===== src/rtl/seq_chunk_adder.sv =====
// ---- seq_chunk_adder : multi-cycle add/sub, CHUNK bits per clock, carry rippled through a register (rev 1.0) ----
`timescale 1ns/1ps
`default_nettype none

module seq_chunk_adder #(
  parameter int WIDTH = 16,
  parameter int CHUNK = 4
) (
  input  logic             clk,
  input  logic             rst_n,
  input  logic             start,
  input  logic             sub,
  input  logic             c_in,
  input  logic [WIDTH-1:0] A,
  input  logic [WIDTH-1:0] B,
  output logic [WIDTH-1:0] S,
  output logic             c_out,
  output logic             overflow,
  output logic             busy,
  output logic             ready
);

  localparam int N  = WIDTH / CHUNK;
  localparam int CW = (N > 1) ? $clog2(N) : 1;
  localparam logic [CW-1:0] LAST = CW'(N - 1);

  typedef enum logic [0:0] {
    ST_IDLE = 1'b0,
    ST_RUN  = 1'b1
  } state_t;

  state_t           state_q, state_d;
  logic [CW-1:0]    cnt_q, cnt_d;
  logic [WIDTH-1:0] a_q, a_d;
  logic [WIDTH-1:0] b_q, b_d;
  logic             carry_q, carry_d;
  logic [WIDTH-1:0] s_q, s_d;
  logic             c_out_q, c_out_d;
  logic             ovf_q, ovf_d;
  logic             ready_q, ready_d;

  logic [CHUNK:0]   w_sum;
  logic [WIDTH-1:0] w_result;

  // Operands shift right each RUN cycle, so the active chunk is always the low CHUNK bits.
  assign w_sum = {1'b0, a_q[CHUNK-1:0]} + {1'b0, b_q[CHUNK-1:0]} + {{CHUNK{1'b0}}, carry_q};

  generate
    if (N > 1) begin : g_acc
      logic [WIDTH-CHUNK-1:0] acc_q, acc_d;

      // Finished chunks enter at the top; after N-1 shifts chunk 0 sits at the bottom.
      assign w_result = {w_sum[CHUNK-1:0], acc_q};

      always_comb begin
        acc_d = acc_q;
        if (state_q == ST_RUN) begin
          acc_d = w_result[WIDTH-1:CHUNK];
        end
      end

      always_ff @(posedge clk or negedge rst_n) begin
        if (!rst_n) begin
          acc_q <= '0;
        end else begin
          acc_q <= acc_d;
        end
      end
    end else begin : g_no_acc
      assign w_result = w_sum[CHUNK-1:0];
    end
  endgenerate

  always_comb begin
    state_d = state_q;
    cnt_d   = cnt_q;
    a_d     = a_q;
    b_d     = b_q;
    carry_d = carry_q;
    s_d     = s_q;
    c_out_d = c_out_q;
    ovf_d   = ovf_q;
    ready_d = ready_q;

    case (state_q)
      ST_IDLE: begin
        if (start) begin
          state_d = ST_RUN;
          cnt_d   = '0;
          a_d     = A;
          b_d     = sub ? ~B : B;
          carry_d = sub ? ~c_in : c_in;
          ready_d = 1'b0;
        end
      end
      ST_RUN: begin
        a_d     = a_q >> CHUNK;
        b_d     = b_q >> CHUNK;
        carry_d = w_sum[CHUNK];
        cnt_d   = cnt_q + CW'(1);
        if (cnt_q == LAST) begin
          state_d = ST_IDLE;
          cnt_d   = '0;
          s_d     = w_result;
          c_out_d = w_sum[CHUNK];
          // Carry into the MSB recovered from the MSB's own sum bit.
          ovf_d   = a_q[CHUNK-1] ^ b_q[CHUNK-1] ^ w_sum[CHUNK-1] ^ w_sum[CHUNK];
          ready_d = 1'b1;
        end
      end
      default: begin
        state_d = ST_IDLE;
      end
    endcase
  end

  always_ff @(posedge clk or negedge rst_n) begin
    if (!rst_n) begin
      state_q <= ST_IDLE;
      cnt_q   <= '0;
      a_q     <= '0;
      b_q     <= '0;
      carry_q <= 1'b0;
      s_q     <= '0;
      c_out_q <= 1'b0;
      ovf_q   <= 1'b0;
      ready_q <= 1'b0;
    end else begin
      state_q <= state_d;
      cnt_q   <= cnt_d;
      a_q     <= a_d;
      b_q     <= b_d;
      carry_q <= carry_d;
      s_q     <= s_d;
      c_out_q <= c_out_d;
      ovf_q   <= ovf_d;
      ready_q <= ready_d;
    end
  end

  assign S        = s_q;
  assign c_out    = c_out_q;
  assign overflow = ovf_q;
  assign busy     = (state_q == ST_RUN);
  assign ready    = ready_q;

endmodule

`default_nettype wire


===== config.mk =====
export PLATFORM = sky130hd
export DESIGN_NAME = seq_chunk_adder
export DESIGN_NICKNAME = d
export VERILOG_FILES = /design/src/rtl/seq_chunk_adder.sv
export SDC_FILE = /design/constraint.sdc
export NUM_CORES = 1
export LEC_CHECK = 0
export BUFFER_PORTS_ARGS = -buffer_cell sky130_fd_sc_hd__buf_2
export CAP_MARGIN = 20
export CORE_MARGIN = 2
export CORE_UTILIZATION = 59
export DETAILED_ROUTE_END_ITERATION = 8
export PLACE_DENSITY_LB_ADDON = 0.25
export REMOVE_ABC_BUFFERS = 1
export SLEW_MARGIN = 30
export SYNTH_ARGS = -nofsm -noshare
export SYNTH_HDL_FRONTEND = slang
export SYNTH_SLANG_ARGS = --single-unit

===== constraint.sdc =====
create_clock -name clk -period 4.3 [get_ports clk]
set_clock_uncertainty 0.15 [all_clocks]
set_input_delay 0.645 -clock clk [delete_from_list [all_inputs] [get_ports clk]]
set_output_delay 0.645 -clock clk [all_outputs]
set_load 0.005 [all_outputs]

==> results of run 1 <==
==> registers in the layout, indices dropped and copies added (netlist names) <==
| register | count |
|---|---|
| busy | 1 |
| overflow | 1 |
| b_q | 16 |
| c_out | 1 |
| ready | 1 |
| g_acc.acc_q | 12 |
| carry_q | 1 |
| a_q | 16 |
| cnt_q | 2 |
| S | 16 |
==> cell families after synthesis <==
family	count (synthesis)	synth area share
buf+inv	25	0.0530
mux	42	0.145
simple gates	60	0.0745
xor+xnor	20	0.0567
flops	67	0.543
compound gates	53	0.0988
fa+ha+maj	6	0.0292
==> where the power goes <==
group | internal, mW | total, mW | switching, mW
clock | 0.284 | 0.503 | 0.219
combinational | 0.359 | 0.727 | 0.368
sequential | 0.887 | 1.04 | 0.153
total | 1.53 | 2.27 | 0.740
==> routing by layer <==
metal / vias up / share of wire / track usage
li1: 1024 / - / -
met1: 971 / 0.45 / 0.244
met2: 46 / 0.49 / 0.332
met3: 13 / 0.038 / 0.0367
met4: 0 / 0.024 / 0.105
met5: - / 0 / 0
==> metrics by stage <==
step	std cells	area, µm²	setup WS [ns]
after floorplan	256	2960	1.55
after global placement	384	3340	2.14
after detailed placement	384	3340	2.05
after CTS	400	3530	1.79
after global routing	400	3530	1.72
final	400	3530	1.82
==> how the worst max path moves through the flow <==
| stage | startpoint | end | slack, ns |
|---|---|---|---|
| 6_report | busy | busy | 1.82 |
| 5_1_grt | busy | busy | 1.72 |
| 4_1_cts | busy | busy | 1.79 |
| 3_5_place_dp | start | b_q[8] | 2.05 |
| 3_3_place_gp | start | b_q[4] | 2.14 |
| 2_1_floorplan | busy | S[10] | 1.55 |
==> area by class of cell <==
type / instances / area [µm²] / area share
well taps: 70 / 87.6 / 0.0248
multi-input cells: 181 / 1250 / 0.354
flip-flops and latches: 67 / 1680 / 0.476
inverters: 8 / 30.0 / 0.00851
clock inverters: 2 / 35.0 / 0.00993
clock buffers: 14 / 153 / 0.0433
repair buffers: 58 / 295 / 0.0837
==> critical path, delay by kind of cell (launching register included) <==
kind	cells	cell delay (ns)
buffers and inverters	2	0.77
flip-flops	1	0.56
==> cells in the mapped netlist (all sizes together) <==
library cell / instances / area share
dfrtp: 67 / 0.54
nand2: 32 / 0.040
o21ai: 31 / 0.051
nor2: 27 / 0.033
mux2: 23 / 0.084
mux2i: 19 / 0.062
xnor2: 19 / 0.054
a21oi: 16 / 0.027
buf: 15 / 0.041
inv: 8 / 0.0097
a211oi: 4 / 0.015
ha: 4 / 0.016
a22o: 2 / 0.0057
clkbuf: 2 / 0.0024
fa: 2 / 0.013
nand2b: 1 / 0.0020
xor2: 1 / 0.0028
==> reports/qor.yml, run 1 <==
run_status:
  outcome: "finished, final reports clean"
timing:
  finalSetupTns_ns: 0
  fin_crit_ns: 2.48
  fin_crit_sh: 0.576
  hold_viol_final: 0
  final_max_slew_viol_count: 0
  holdWs_ns: 0.249
  setup_viol: 0
  relSlewSlack: 0.454
  rsz0062_at_grt: "no"
  fmax_ghz: 0.403
  tightestPinTransition_ns: 0.819
yosys:
  synth.distinct_cells: 27
  synthCells: 273
  synthesis.area_um2: 3090
  yosysWarnings: 0
  ys_seq_area_frac: 0.543
  syn_avg_cell_area_um2: 11.3
  synth_seq_cells: 67
layout:
  final_common_cell: "dfrtp_1"
  postLayoutCoreUtil: 0.695
  finalNetCount: 368
  diodes: 0
  drive_gt1_frac: 0.276
  final_cell_mix: "dfrtp_1, buf_2, nand2_1"
  fill_cells: 421
  syn_to_final_growth_pct: 14.2
grt:
  grt_usage: 0.198
  grt_max_degree: 65
  antenna_found_initial: 0
  grt_pass1_wl_um: 9090
  gr-total-overflow: 0
  grt_pass1_vias: 2066
floorplanning:
  fp.dieH_um: 76.4
  die_w_um: 76.4
  initial_core_util: 0.609
  fp.coreArea_um2: 5070
  rows: 26
  die-area_um2: 5830
  floorplan.io_pins: 57
cts:
  cts_max_level: 3
  cts.sinks: 67
  clkSlewWorstSetupHoldPaths_ns: 0.07
  postCtsSetupRepairBufs: 0
  cts_buffer_depth: 2
  clk_latency_ns: 0.34
  numCtsBuffers: 9
  cts_root_buf: "clkbuf_8"
  cts_tree: "done"
  post_cts_resized: 0
  cts_hold_buf: 0
pwr:
  p_leak_nw: 1.72
  finalPower_mw: 2.27
  power.density_nw_per_um2: 643
  ir_drop_uv: 292
critical_path:
  r2r_end: "overflow"
  critPathKind: "reg -> out"
  max_stage_delay_ns: 0.56
  path_max_fanout: 64
  start_kind: "register"
  crit_arrival_ns: 1.68
  cp_cell_sequence: "buf_4 -> buf_2"
  endpoint_kind: "output port"
  r2r_setup_slack_ns: 2.12
  reg2reg_from: "a_q[0]"
  rr_worst_depth: 7
  critical_path_required_ns: 3.50
  critPathSlowestCell: "dfrtp_2"
placed_design:
  port-buffer-count: 56
  dp_hpwl_um: 3570
  gp_congestion: 0.720
route:
  wl_per_cell_um: 12.9
  finalWirelength_um: 5150
  dr.pass1.iters: 4
  vias: 2054
  drc: 0
  dr.first_iter.drc_count: 52
  antenna_left: 0
  vias_per_cell: 5.14
min_path:
  hp-class: "in -> async"
flow_run:
  drv_cap: 0
Note: power is estimated with default switching activity, not from simulation.
==> run 2: changes to the inputs <==
--- a/config.mk
+++ b/config.mk
@@ -5,10 +5,11 @@
 export SDC_FILE = /design/constraint.sdc
 export NUM_CORES = 1
 export LEC_CHECK = 0
+export ABC_AREA = 1
 export BUFFER_PORTS_ARGS = -buffer_cell sky130_fd_sc_hd__buf_2
 export CAP_MARGIN = 20
 export CORE_MARGIN = 2
-export CORE_UTILIZATION = 59
+export CORE_UTILIZATION = 49
 export DETAILED_ROUTE_END_ITERATION = 8
 export PLACE_DENSITY_LB_ADDON = 0.25
 export REMOVE_ABC_BUFFERS = 1
==> constraint.sdc (replaced) <==
create_clock -name clk -period 2 [get_ports clk]
set_clock_uncertainty 0.15 [all_clocks]
set_input_delay 0.3 -clock clk [delete_from_list [all_inputs] [get_ports clk]]
set_output_delay 0.3 -clock clk [all_outputs]
set_load 0.005 [all_outputs]
==> run 2 against run 1 <==
  * Sequential share of layout area shrank 0.99 points
  * Flip-flop and latch count is the same
  * Global-route usage shrank 0.59 points
  * Area after synthesis shrank 3.4%
  * Largest cell class unchanged
==> reports/qor.yml, run 2 <==
timing:
  final_max_slew_viol_count: 0  # unchanged
  rsz0062_at_grt: "no"  # unchanged
  holdWs_ns: 0.0153  # was 0.249 ns
  fin_crit_sh: 0.928
  tightestPinTransition_ns: 0.456  # was 0.819 ns
  finalSetupTns_ns: 0  # unchanged
  fmax_ghz: 0.539
  fin_crit_ns: 1.86
  setup_viol: 0  # unchanged
  setup_ws_ns: 0.144  # was 1.82 ns
  hold_viol_final: 0  # unchanged
  relSlewSlack: 0.696  # was 0.454
pwr:
  internal_power_mw: 3.18  # was 1.53 mW
  p_leak_nw: 1.80  # was 1.72 nW
  clock_power_share: 0.245  # was 0.221
  ir_drop_uv: 612  # was 292 µV
  swShare: 0.339  # was 0.326
  seq_power_share: 0.448  # was 0.458
  power.density_nw_per_um2: 1330  # was 643 nW/µm²
  switchingPower_mw: 1.63  # was 0.740 mW
  combPwrFrac: 0.307  # was 0.320
critical_path:
  endpoint: "overflow"  # was busy
  endpoint_kind: "register"  # was output port
  startpoint: "b_q[0]"  # was busy
  crit_arrival_ns: 1.94  # was 1.68 ns
  reg2reg_from: "b_q[0]"  # was a_q[0]
  start_kind: "register"  # unchanged
  r2r_end: "overflow"  # unchanged
  critical_path_required_ns: 2.09  # was 3.50 ns
  rr_worst_depth: 9  # was 7
  critPathKind: "reg -> reg"  # was reg -> out
  path_max_fanout: 3  # was 64
  r2r_setup_slack_ns: 0.14  # was 2.12 ns
cts:
  cts_max_level: 3  # unchanged
  postCtsSetupRepairBufs: 0  # unchanged
  numCtsBuffers: 9  # unchanged
  clk_latency_ns: 0.34  # about the same
  clkSlewWorstSetupHoldPaths_ns: 0.07  # about the same
  cts_tree: "done"  # unchanged
  cts_root_buf: "clkbuf_8"  # unchanged
  cts.sinks: 67  # unchanged
  cts_buffer_depth: 2  # unchanged
route:
  vias: 2241  # was 2,054
  dr.pass1.iters: 4  # unchanged
  finalWirelength_um: 5650  # was 5150 µm
  vias_per_cell: 4.96  # was 5.14
  wl_per_cell_um: 12.5  # was 12.9 µm
  antenna_left: 0  # unchanged
  dr.first_iter.drc_count: 119  # was 52
  drc: 0  # unchanged
yosys:
  synth_seq_cells: 67  # unchanged
  synth.distinct_cells: 26  # was 27
  yosysWarnings: 0  # unchanged
  synth_async_sr_flop_share: 1.00  # unchanged
  synthesis.area_um2: 2990  # was 3090 µm²
  synthCells: 308  # was 273
  synth_top_cell_area_share: 0.562  # was 0.543
  yosys-top-cells-area: "dfrtp_1, nand2_1, xnor2_1"  # was dfrtp_1, mux2i_1, xnor2_1
  yosysMostFrequentCell: "nand2_1"  # was dfrtp_1
  synth_top_cell_by_area: "dfrtp_1"  # unchanged
  ys.flop_type: "dfrtp_1"  # unchanged
  syn_avg_cell_area_um2: 9.69  # was 11.3 µm²
  ys_seq_area_frac: 0.562  # was 0.543
  ys_top_cells_by_count: "nand2_1, dfrtp_1, o21ai_0"  # was dfrtp_1, nand2_1, nor2_1
  synth_edf_count: 0  # unchanged
placed_design:
  dp_hpwl_um: 3720  # was 3570 µm
  port-buffer-count: 56  # unchanged
  gp_congestion: 0.738  # was 0.720
  pre_cts_slack_ns: 0.0239  # was 2.05 ns
floorplanning:
  rows: 28  # was 26
  fp.dieH_um: 82.1  # was 76.4 µm
  floorplan.io_pins: 57  # unchanged
  initial_core_util: 0.504  # was 0.609
  die_w_um: 82.1  # was 76.4 µm
  die-area_um2: 6730  # was 5830 µm²
  fp.coreArea_um2: 5920  # was 5070 µm²
layout:
  postLayoutCoreUtil: 0.608  # was 0.695
  diodes: 0  # unchanged
  finalNetCount: 415  # was 368
  fill_cells: 529  # was 421
  multi_input_area_um2: 1110  # was 1250 µm²
  final_cell_mix: "nand2_1, dfrtp_1, buf_2"  # was dfrtp_1, buf_2, nand2_1
  seq_area_um2: 1680  # about the same
  syn_to_final_growth_pct: 20.6  # was 14.2%
  drive_gt1_frac: 0.225  # was 0.276
  final_common_cell: "nand2_1"  # was dfrtp_1
grt:
  grt_pass1_vias: 2200  # was 2,066
  gr-total-overflow: 0  # unchanged
  grt_pass1_wl_um: 9550  # was 9090 µm
  antenna_found_initial: 0  # unchanged
  grt_max_degree: 68  # was 65
  grt_usage: 0.192  # was 0.198
min_path:
  hp-class: "in -> reg"  # was in -> async
flow_run:
  drv_cap: 0  # unchanged
run_status:
  outcome: "finished, final reports clean"  # unchanged
run 2: per-layer routing:
metal	vias up	global-route usage	routed length, µm
li1	1125	-	-
met1	1065	0.223	2640
met2	46	0.328	2710
met3	5	0.0648	249
met4	0	0.0700	40
met5	-	0	0
run 2: worst min-delay path by stage:
stage               startpoint      end  slack (ns)  cells after the start
global placement         rst_n     S[2]        0.20                      2
global route              A[5]   a_q[5]       0.005                      3
finish                    A[9]   a_q[9]        0.02                      3
detailed placement       rst_n     S[2]        0.20                      2
floorplan                rst_n     S[0]       -0.15                      0
CTS                      A[10]  a_q[10]       0.001                      3
run 2: cell families after synthesis:
group | count (synthesis) | share of synthesized area
simple gates | 120 | 0.164
flops | 67 | 0.562
compound gates | 61 | 0.122
buf+inv | 36 | 0.0696
xor+xnor | 18 | 0.0528
fa+ha+maj | 6 | 0.0302
run 2: power by group through the flow:
stage / clock network (mW) / logic, mW / registers [mW]
after global placement: 0 / 1.44 / 2.15
after global routing: 1.28 / 1.74 / 2.22
after CTS: 1.20 / 1.50 / 2.16
after floorplan: 0 / 0.880 / 2.17
final: 1.18 / 1.48 / 2.15
after detailed placement: 0 / 1.49 / 2.18
run 2: layout make-up:
type | instances | area share
flip-flops and latches | 67 | 0.466
multi-input cells | 205 | 0.307
repair buffers | 68 | 0.118
clock buffers | 12 | 0.0459
well taps | 75 | 0.0261
inverters | 21 | 0.0240
clock inverters | 4 | 0.0132
run 2: critical path, stage by stage, from the launching register on:
cell	delay [ns]
dfrtp_1	0.37
inv_1	0.07
fa_2	0.39
fa_2	0.37
inv_1	0.08
nand3_1	0.06
nand2_1	0.09
nand2_1	0.06
nand3_1	0.06
nand2_1	0.05
run 2: what timing repair did:
action,CTS,global route
setup endpoints to repair,0,3
endpoints found under the hold margin,73,0
gates resized for setup,0,2
hold buffers,7,0
run 2: through the flow:
step           cell area [µm²]  std cells  power (mW)
2_1_floorplan             2860        293        3.05
3_3_place_gp              3310        429        3.59
3_5_place_dp              3310        429        3.66
4_1_cts                   3600        452        4.86
5_1_grt                   3600        452        5.24
6_report                  3600        452        4.81
==> run 3: changes to the inputs <==
--- a/config.mk
+++ b/config.mk
@@ -9,8 +9,9 @@
 export BUFFER_PORTS_ARGS = -buffer_cell sky130_fd_sc_hd__buf_2
 export CAP_MARGIN = 20
 export CORE_MARGIN = 2
-export CORE_UTILIZATION = 49
+export CORE_UTILIZATION = 47
 export DETAILED_ROUTE_END_ITERATION = 8
+export GPL_ROUTABILITY_DRIVEN = 0
 export PLACE_DENSITY_LB_ADDON = 0.25
 export REMOVE_ABC_BUFFERS = 1
 export SLEW_MARGIN = 30
==> constraint.sdc (replaced) <==
create_clock -name clk -period 1.85 [get_ports clk]
set_clock_uncertainty 0.15 [all_clocks]
set_input_delay 0.2775 -clock clk [delete_from_list [all_inputs] [get_ports clk]]
set_output_delay 0.2775 -clock clk [all_outputs]
set_load 0.005 [all_outputs]
==> run 3 against run 2 <==
  * Sequential power grew 7%
  * Critical path type unchanged
  * Largest cell class unchanged
  * Sequential share of layout area fell by 1.1 points
  * Register-to-register slack worse by 0.13 ns
  * Highest routed layer unchanged
  * Largest power group unchanged
  * Combinational power increased by 11%
==> reports/qor.yml, run 3 (synthesis gave the netlist of run 2 again) <==
run_status:
  outcome: "finished, final reports clean"  # unchanged
grt:
  gr-total-overflow: 0  # unchanged
  antenna_found_initial: 0  # unchanged
  grt_pass1_wl_um: 10300  # was 9550 µm
  grt_usage: 0.185  # was 0.192
  grt_pass1_vias: 2211  # was 2,200
  grt_max_degree: 68  # unchanged
critical_path:
  crit_arrival_ns: 1.91  # was 1.94 ns
  path_max_fanout: 2  # was 3
  start_kind: "register"  # unchanged
  critical_path_required_ns: 1.92  # was 2.09 ns
  critPathKind: "reg -> reg"  # unchanged
  endpoint_kind: "register"  # unchanged
  r2r_setup_slack_ns: 0.01  # was 0.14 ns
floorplanning:
  floorplan.io_pins: 57  # unchanged
  die-area_um2: 7010  # was 6730 µm²
  initial_core_util: 0.478  # was 0.504
  fp.coreArea_um2: 6240  # was 5920 µm²
  die_w_um: 83.7  # was 82.1 µm
  rows: 29  # was 28
  fp.dieH_um: 83.7  # was 82.1 µm
route:
  dr.first_iter.drc_count: 97  # was 119
  wl_per_cell_um: 12.5  # about the same
  finalWirelength_um: 5830  # was 5650 µm
  vias: 2289  # was 2,241
  drc: 0  # unchanged
  vias_per_cell: 4.92  # was 4.96
  antenna_left: 0  # unchanged
  dr.pass1.iters: 4  # unchanged
cts:
  clkSlewWorstSetupHoldPaths_ns: 0.07  # about the same
  cts.sinks: 67  # unchanged
  numCtsBuffers: 9  # unchanged
  cts_root_buf: "clkbuf_8"  # unchanged
  cts_max_level: 3  # unchanged
  cts_tree: "done"  # unchanged
  cts_buffer_depth: 2  # unchanged
  clk_latency_ns: 0.34  # about the same
timing:
  finalSetupTns_ns: 0  # unchanged
  fin_crit_ns: 1.84  # was 1.86 ns
  rsz0062_at_grt: "yes"  # was no
  setup_ws_ns: 0.0118  # was 0.144 ns
  fmax_ghz: 0.544  # was 0.539 GHz
  final_max_slew_viol_count: 0  # unchanged
  setup_viol: 0  # unchanged
  hold_viol_final: 0  # unchanged
  fin_crit_sh: 0.994  # was 0.928
  relSlewSlack: 0.685  # was 0.696
  tightestPinTransition_ns: 0.472  # was 0.456 ns
layout:
  final_common_cell: "nand2_1"  # unchanged
  drive_gt1_frac: 0.237  # was 0.225
  design_area_um2: 3690  # was 3600 µm²
  finalNetCount: 426  # was 415
  final_cell_mix: "nand2_1, dfrtp_1, buf_2"  # unchanged
  fill_cells: 582  # was 529
  final_cell_count_no_fill: 465  # was 452
  diodes: 0  # unchanged
  syn_to_final_growth_pct: 23.6  # was 20.6%
placed_design:
  pre_cts_slack_ns: -0.0777  # was 0.0239 ns
  dpl.cell_count: 434  # was 429
  dp_hpwl_um: 3740  # was 3720 µm
  dpl_cell_area_um2: 3330  # was 3310 µm²
  port-buffer-count: 56  # unchanged
pwr:
  internal_power_mw: 3.47  # was 3.18 mW
  p_leak_nw: 1.84  # was 1.80 nW
  ir_drop_uv: 819  # was 612 µV
  switchingPower_mw: 1.76  # was 1.63 mW
  seq_power_share: 0.443  # was 0.448
  clock_power_share: 0.242  # was 0.245
  swShare: 0.337  # was 0.339
  combPwrFrac: 0.315  # was 0.307
  power.density_nw_per_um2: 1420  # was 1330 nW/µm²
flow_run:
  drv_cap: 0  # unchanged
min_path:
  hp-class: "in -> reg"  # unchanged
[run 3: final cells by class]
cell class | count | area [µm²] | share of cell area
Tap cell | 77 | 96.3 | 0.0261
Clock inverter | 4 | 47.5 | 0.0129
Sequential cell | 67 | 1680 | 0.455
Inverter | 21 | 86.3 | 0.0234
Timing Repair Buffer | 79 | 510 | 0.138
Clock buffer | 12 | 165 | 0.0448
Multi-Input combinational cell | 205 | 1110 | 0.300
[run 3: timing repair]
action	4_1_cts	5_1_grt
hold endpoints to repair	79	0
setup buffers	0	2
setup endpoints to repair	3	3
hold buffers	13	0
gates resized for setup	2	3
pin swaps	0	3
[run 3: metal layers]
| metal | part of all wire | GRT usage | wire (µm) | up-vias |
|---|---|---|---|---|
| li1 | - | - | - | 1155 |
| met1 | 0.45 | 0.246 | 2640 | 1062 |
| met2 | 0.48 | 0.288 | 2780 | 61 |
| met3 | 0.049 | 0.0406 | 286 | 11 |
| met4 | 0.023 | 0.0924 | 134 | 0 |
| met5 | 0 | 0 | 0 | - |
[run 3: final timing paths]
kind	cells past startpoint	start	to
setup / recovery	6	a_q[0]	g_acc.acc_q[10]
hold / removal	3	A[5]	a_q[5]
setup reg to reg	6	a_q[0]	g_acc.acc_q[10]
hold reg to reg	2	S[4]	S[4]
max in group asynchronous	3	rst_n	g_acc.acc_q[1]
min in group asynchronous	3	rst_n	S[2]
[run 3: metrics by stage]
| step | power [mW] | hold slack (ns) | utilization |
|---|---|---|---|
| floorplan | 3.30 | -0.168 | - |
| global placement | 3.89 | 0.174 | 0.533 |
| detailed placement | 3.95 | 0.178 | 0.533 |
| CTS | 5.27 | 0.000303 | 0.589 |
| global route | 5.65 | 0.00822 | 0.591 |
| finish | 5.22 | 0.00763 | 0.591 |
[run 3: critical path, cell delays in order, from the launching register on]
cell     delay, ns
dfrtp_1       0.34
inv_2         0.04
fa_2          0.41
fa_2          0.39
buf_4         0.15
xor2_1        0.17
o21ai_1       0.08
[run 3: power by group through the flow]
stage	registers (mW)	clock network, mW	logic (mW)
after floorplan	2.35	0	0.951
after global routing	2.38	1.37	1.90
final	2.31	1.27	1.65
after detailed placement	2.34	0	1.61
after global placement	2.32	0	1.57
after CTS	2.32	1.30	1.66
